## src/rtl/bk_add_stage_pkg.sv

```systemverilog
// Shared ALU definitions: operand width, op encoding and operand-select helpers.
// Pure constants and functions; no latency, no flow control.
package bk_add_stage_pkg;

    localparam int DATA_W = 64;

    typedef enum logic [1:0] {
        OP_ADD = 2'd0,
        OP_SUB = 2'd1,
        OP_ADC = 2'd2,
        OP_SBC = 2'd3
    } alu_op_e;

    function automatic logic op_inverts_b(alu_op_e op);
        return (op == OP_SUB) || (op == OP_SBC);
    endfunction

    // Chained ops take the architectural carry; plain ops use a fixed carry-in.
    function automatic logic op_carry_in(alu_op_e op, logic carry);
        case (op)
            OP_ADD:  return 1'b0;
            OP_SUB:  return 1'b1;
            default: return carry;
        endcase
    endfunction

endpackage

```

## src/rtl/bk_add_stage_adder.sv

```systemverilog
// 64-bit Brent-Kung parallel-prefix adder with carry-in, purely combinational.
// Zero latency, no flow control.
module BrentKungAdder64Bit
    import bk_add_stage_pkg::*;
(
    input  logic [DATA_W-1:0] a_i,
    input  logic [DATA_W-1:0] b_i,
    input  logic              cin_i,
    output logic [DATA_W-1:0] sum_o,
    output logic              cout_o
);

    logic [DATA_W-1:0] p;
    logic [DATA_W-1:0] g;
    logic [DATA_W-1:0] gp;

    always_comb begin
        p  = a_i ^ b_i;
        g  = a_i & b_i;
        gp = p;
        // Fold carry-in into bit 0 so g[i] ends up as the carry out of bit i.
        g[0] = g[0] | (p[0] & cin_i);
        for (int d = 0; d < 6; d++) begin
            for (int i = (2 << d) - 1; i < DATA_W; i += (2 << d)) begin
                g[6'(i)]  = g[6'(i)] | (gp[6'(i)] & g[6'(i - (1 << d))]);
                gp[6'(i)] = gp[6'(i)] & gp[6'(i - (1 << d))];
            end
        end
        for (int d = 4; d >= 0; d--) begin
            for (int i = (3 << d) - 1; i < DATA_W; i += (2 << d)) begin
                g[6'(i)]  = g[6'(i)] | (gp[6'(i)] & g[6'(i - (1 << d))]);
                gp[6'(i)] = gp[6'(i)] & gp[6'(i - (1 << d))];
            end
        end
        sum_o  = p ^ {g[DATA_W-2:0], cin_i};
        cout_o = g[DATA_W-1];
    end

endmodule

```

## src/rtl/bk_add_stage.sv

```systemverilog
// Two-stage elastic add/sub pipeline with NZCV flags and a chained carry flag.
// Latency 2 edges, 1 op/cycle; S2 holds on out_ready low and S1 holds behind it.
module bk_add_stage
    import bk_add_stage_pkg::*;
#(
    parameter int DATA_W = bk_add_stage_pkg::DATA_W
) (
    input  logic              clk,
    input  logic              rst_n,
    input  logic              in_valid,
    output logic              in_ready,
    input  logic [DATA_W-1:0] in_a,
    input  logic [DATA_W-1:0] in_b,
    input  logic [1:0]        in_op,
    input  logic              flag_clr,
    output logic              out_valid,
    input  logic              out_ready,
    output logic [DATA_W-1:0] out_sum,
    output logic              out_c,
    output logic              out_v,
    output logic              out_z,
    output logic              out_n,
    output logic              carry_flag
);

    if (DATA_W != 64) begin : g_bad_width
        $error("bk_add_stage: DATA_W must be 64");
    end

    logic [DATA_W-1:0] a_q, a_d, b_q, b_d, sum_q, sum_d;
    alu_op_e           op_q, op_d;
    logic              s1_vld_q, s1_vld_d, out_vld_q, out_vld_d;
    logic              c_q, c_d, v_q, v_d, z_q, z_d, n_q, n_d;
    logic              carry_q, carry_d;

    logic              advance;
    logic [DATA_W-1:0] b_eff, add_sum;
    logic              cin, add_cout;

    always_comb begin
        advance  = s1_vld_q && (!out_vld_q || out_ready);
        in_ready = !s1_vld_q || advance;
        b_eff    = op_inverts_b(op_q) ? ~b_q : b_q;
        cin      = op_carry_in(op_q, carry_q);
    end

    BrentKungAdder64Bit u_adder (
        .a_i    (a_q),
        .b_i    (b_eff),
        .cin_i  (cin),
        .sum_o  (add_sum),
        .cout_o (add_cout)
    );

    always_comb begin
        a_d       = a_q;
        b_d       = b_q;
        op_d      = op_q;
        s1_vld_d  = s1_vld_q;
        sum_d     = sum_q;
        c_d       = c_q;
        v_d       = v_q;
        z_d       = z_q;
        n_d       = n_q;
        out_vld_d = out_vld_q;
        carry_d   = carry_q;

        if (in_valid && in_ready) begin
            a_d      = in_a;
            b_d      = in_b;
            op_d     = alu_op_e'(in_op);
            s1_vld_d = 1'b1;
        end else if (advance) begin
            s1_vld_d = 1'b0;
        end

        if (advance) begin
            sum_d     = add_sum;
            c_d       = add_cout;
            v_d       = (a_q[DATA_W-1] == b_eff[DATA_W-1]) && (add_sum[DATA_W-1] != a_q[DATA_W-1]);
            z_d       = (add_sum == '0);
            n_d       = add_sum[DATA_W-1];
            out_vld_d = 1'b1;
            carry_d   = add_cout;
        end else begin
            if (out_ready) out_vld_d = 1'b0;
            if (flag_clr)  carry_d   = 1'b0;
        end
    end

    always_ff @(posedge clk) begin
        if (!rst_n) begin
            a_q       <= '0;
            b_q       <= '0;
            op_q      <= OP_ADD;
            s1_vld_q  <= 1'b0;
            sum_q     <= '0;
            c_q       <= 1'b0;
            v_q       <= 1'b0;
            z_q       <= 1'b0;
            n_q       <= 1'b0;
            out_vld_q <= 1'b0;
            carry_q   <= 1'b0;
        end else begin
            a_q       <= a_d;
            b_q       <= b_d;
            op_q      <= op_d;
            s1_vld_q  <= s1_vld_d;
            sum_q     <= sum_d;
            c_q       <= c_d;
            v_q       <= v_d;
            z_q       <= z_d;
            n_q       <= n_d;
            out_vld_q <= out_vld_d;
            carry_q   <= carry_d;
        end
    end

    assign out_valid  = out_vld_q;
    assign out_sum    = sum_q;
    assign out_c      = c_q;
    assign out_v      = v_q;
    assign out_z      = z_q;
    assign out_n      = n_q;
    assign carry_flag = carry_q;

endmodule

```

## config.mk

```make
export PLATFORM = sky130hd
export DESIGN_NAME = bk_add_stage
export DESIGN_NICKNAME = d
export VERILOG_FILES = /design/src/rtl/bk_add_stage_pkg.sv /design/src/rtl/bk_add_stage_adder.sv /design/src/rtl/bk_add_stage.sv
export SDC_FILE = /design/constraint.sdc
export NUM_CORES = 1
export LEC_CHECK = 0
export ABC_AREA = 0
export CAP_MARGIN = 15
export CORE_AREA = 3 3 188 190
export DETAILED_ROUTE_END_ITERATION = 8
export DIE_AREA = 0 0 191 193
export PLACE_DENSITY_LB_ADDON = 0.2
export SLEW_MARGIN = 10
export SYNTH_ARGS = -nofsm -noshare
export SYNTH_HDL_FRONTEND = slang
export SYNTH_SLANG_ARGS = --single-unit
```

## constraint.sdc

```tcl
create_clock -name clk -period 5 [get_ports clk]
set_input_delay 1.5 -clock clk [delete_from_list [all_inputs] [get_ports clk]]
set_output_delay 1.5 -clock clk [all_outputs]
set_load 0.01 [all_outputs]
```

==> impl_metrics.ini <==
[placement]
dp_hpwl_um = 21660
io_buffer_count = 205
dp_slack_ns = 0.3881
place.gp.congestion = 0.7827

[min_path]
hp-class = flip-flop to flip-flop
min_to = out_sum[25]
hold_start = out_sum[25]
hold_depth = 2

[die]
die-width_um = 191
dieHeight_um = 193
core_region_area_sq_um = 33620
core.rowCount = 67
ios = 206
start_util = 0.3000
die_area_sq_um = 36860

[timing]
setup_tns_ns = 0
min_period_ns = 4.594
worst_pin_slew_ns = 0.8067
fmax_ghz = 0.2177
slew_viol_final = 0
setup_violations = 0
max-slew-margin-rel = 0.4573
setup_ws_ns = 0.4058
rsz0062_at_grt = false
finalHoldViolations = 0
period_share = 0.9188
clock-skew-final_ns = 0.01318

[cells_and_area]
nets = 1538
seq_area_sq_um = 4008
diodes = 0
area_growth_pct = 30.60
drive_gt1_frac = 0.03815
layout_commonest_cell = nand2_1
mostFrequentLayoutCells = nand2_1, clkdlybuf4s50_1, dfxtp_1, a21boi_0, xor2_1
multiInputGateArea_sq_um = 5718
n_fill_cell = 3411
final_util = 0.3918

[yosys]
synth_edf_count = 0
synth_ff_type = dfxtp_1
async_flop_share = 0
synth_nets = 1380
ys_warn_count = 0
synthCells = 1166
syn_area_per_cell_sq_um = 8.649
ys_ff_latch = 200
synth_cell_types = 46
yosysSeqAreaShare = 0.3970
syn_area_sq_um = 10080

[clock_tree]
clock_path_buffers = 2
numClockSinks = 200
ctsHoldBuffers = 0
htree_levels = 4
clock_latency_ns = 0.45
post_cts_resize_count = 0
cts_setup_buffers = 0
cts_inserted_buffers = 17
root_buffer = clkbuf_16
cts_tree = yes
cts.clk_slew.worst_paths_ns = 0.07

[grt]
grt_pass1_vias = 8091
track_usage = 0.1595
antenna_found_initial = 0
grt_pass1_wl_um = 45280
overflow = 0
grt_start_max_net_pins = 131

[drt]
vias_per_cell = 4.541
first_pass_iters = 4
ant_nets = 0
num_vias = 8105
wirelength_um = 29180
drc = 0
wl_per_cell_um = 16.35
drt-initial-drc-count = 274

[worst_setup_path]
reg2reg_from = op_q[0]
cp_data_required_time_ns = 5.39
crit_path_start_kind = flip-flop
crit_buf_inv = 2
critPathSlowestCell = buf_4
critPathMaxStageDelay_ns = 0.46
reg2reg_setup_slack_ns = 0.41
crit_chain = buf_4 -> xor2_1 -> ha_1 -> nand4_1 -> nor3_1 -> o2111ai_1 -> nand3_1 -> a41oi_1 -> inv_1 -> a21oi_1 -> fa_1 -> xor2_1 -> nand4_1 -> nor3_1 -> nand4_1 -> nor4_1 -> a32o_1
crit_type = flip-flop to flip-flop
crit_arrival_ns = 4.98
cp_max_fo = 31
r2r_end = out_z
cp-end-kind = flip-flop
crit_top_cell = nand4_1
crit_family = simple AND/OR/NAND/NOR gates
reg2reg_depth = 17

[pwr]
p_leak_nw = 5.765
ir_worst_vdd_mv = 0.2371
power.density_nw_per_um2 = 312.1

[outcome]
outcome = finished, final reports clean

[flow_run]
max-cap-violations = 0
[where the power goes]
group	internal, mW	switching [mW]
combinational	0.392	0.443
sequential	1.69	0.0674
clock	0.861	0.656
[worst max path at each step]
stage / startpoint / end / slack (ns) / cells past startpoint
6_report: op_q[0] / out_z / 0.41 / 17
5_1_grt: op_q[0] / out_z / 0.005 / 17
4_1_cts: op_q[0] / out_z / 0.38 / 17
3_5_place_dp: op_q[0] / out_z / 0.39 / 17
3_3_place_gp: op_q[0] / out_z / 0.49 / 15
2_1_floorplan: op_q[0] / out_z / 0.19 / 21
[stage by stage]
| step | power (mW) | hold slack [ns] | area [sq um] | cells |
|---|---|---|---|---|
| 2_1_floorplan | 2.252 | 0.4435 | 10080 | 1166 |
| 3_3_place_gp | 2.640 | 0.4549 | 12540 | 1753 |
| 3_5_place_dp | 2.647 | 0.4599 | 12540 | 1753 |
| 4_1_cts | 4.180 | 0.4705 | 13170 | 1785 |
| 5_1_grt | 4.322 | 0.4927 | 13170 | 1785 |
| 6_report | 4.111 | 0.4676 | 13170 | 1785 |
[state kept, by name, summed over array words and instances (netlist names)]
register,flops
b_q,64
out_z,1
a_q,64
out_v,1
out_c,1
out_valid,1
s1_vld_q,1
op_q,2
carry_flag,1
out_sum,64
[per-layer routing]
layer	vias up	wire length [um]	global-route usage
li1	4169	-	-
met1	3779	14500	0.2187
met2	141	13290	0.2609
met3	16	1022	0.02947
met4	0	369	0.03867
met5	-	0	0
[worst register-to-register path, stage by stage (launching register included)]
cell and delay [ns]:
dfxtp_4 0.45, buf_4 0.46, xor2_1 0.17, ha_1 0.40, nand4_1 0.23, nor3_1 0.34
o2111ai_1 0.24, nand3_1 0.24, a41oi_1 0.22, inv_1 0.10, a21oi_1 0.09, fa_1 0.41
xor2_1 0.23, nand4_1 0.12, nor3_1 0.19, nand4_1 0.15, nor4_1 0.33, a32o_1 0.16
[area by class of cell]
type | instances | area share
Clock buffer | 20 | 0.03392
Timing Repair Buffer | 214 | 0.1636
Sequential cell | 200 | 0.3043
Tap cell | 448 | 0.04256
Multi-Input combinational cell | 865 | 0.4342
Inverter | 26 | 0.007410
Clock inverter | 12 | 0.01406
[cell usage after synthesis (2+ instances only)]
master    count  share of area
nand2_1     329           0.12
dfxtp_1     200           0.40
a21boi_0    145           0.11
xor2_1       87          0.076
clkbuf_1     69          0.026
ha_1         62          0.077
nor2_1       51          0.019
o211a_1      27          0.027
inv_1        26         0.0097
xnor2_1      25          0.022
nor3b_1      20          0.015
fa_1         17          0.034
a21oi_1      16         0.0079
nand4_1      12         0.0074
nor4_1       10         0.0062
a21o_1        9         0.0067
o21ai_0       8         0.0040
buf_1         5         0.0019
nand3_1       5         0.0025
nor2b_1       5         0.0031
nor3_1        5         0.0025
and2_1        4         0.0025
nand4b_1      3         0.0026
o211ai_1      3         0.0022
and3_1        2         0.0012
[kinds of logic (layout without fill, tap and decap cells)]
kind of cell	after synthesis	after routing	synth area share
simple gates	452	452	0.1896
xor+xnor	112	112	0.09727
fa+ha+maj	79	79	0.1107
flops	200	200	0.3970
buf+inv	101	272	0.03797
mux	1	1	0.0009926
compound gates	221	221	0.1665
Power figures use the tool's default switching activity.
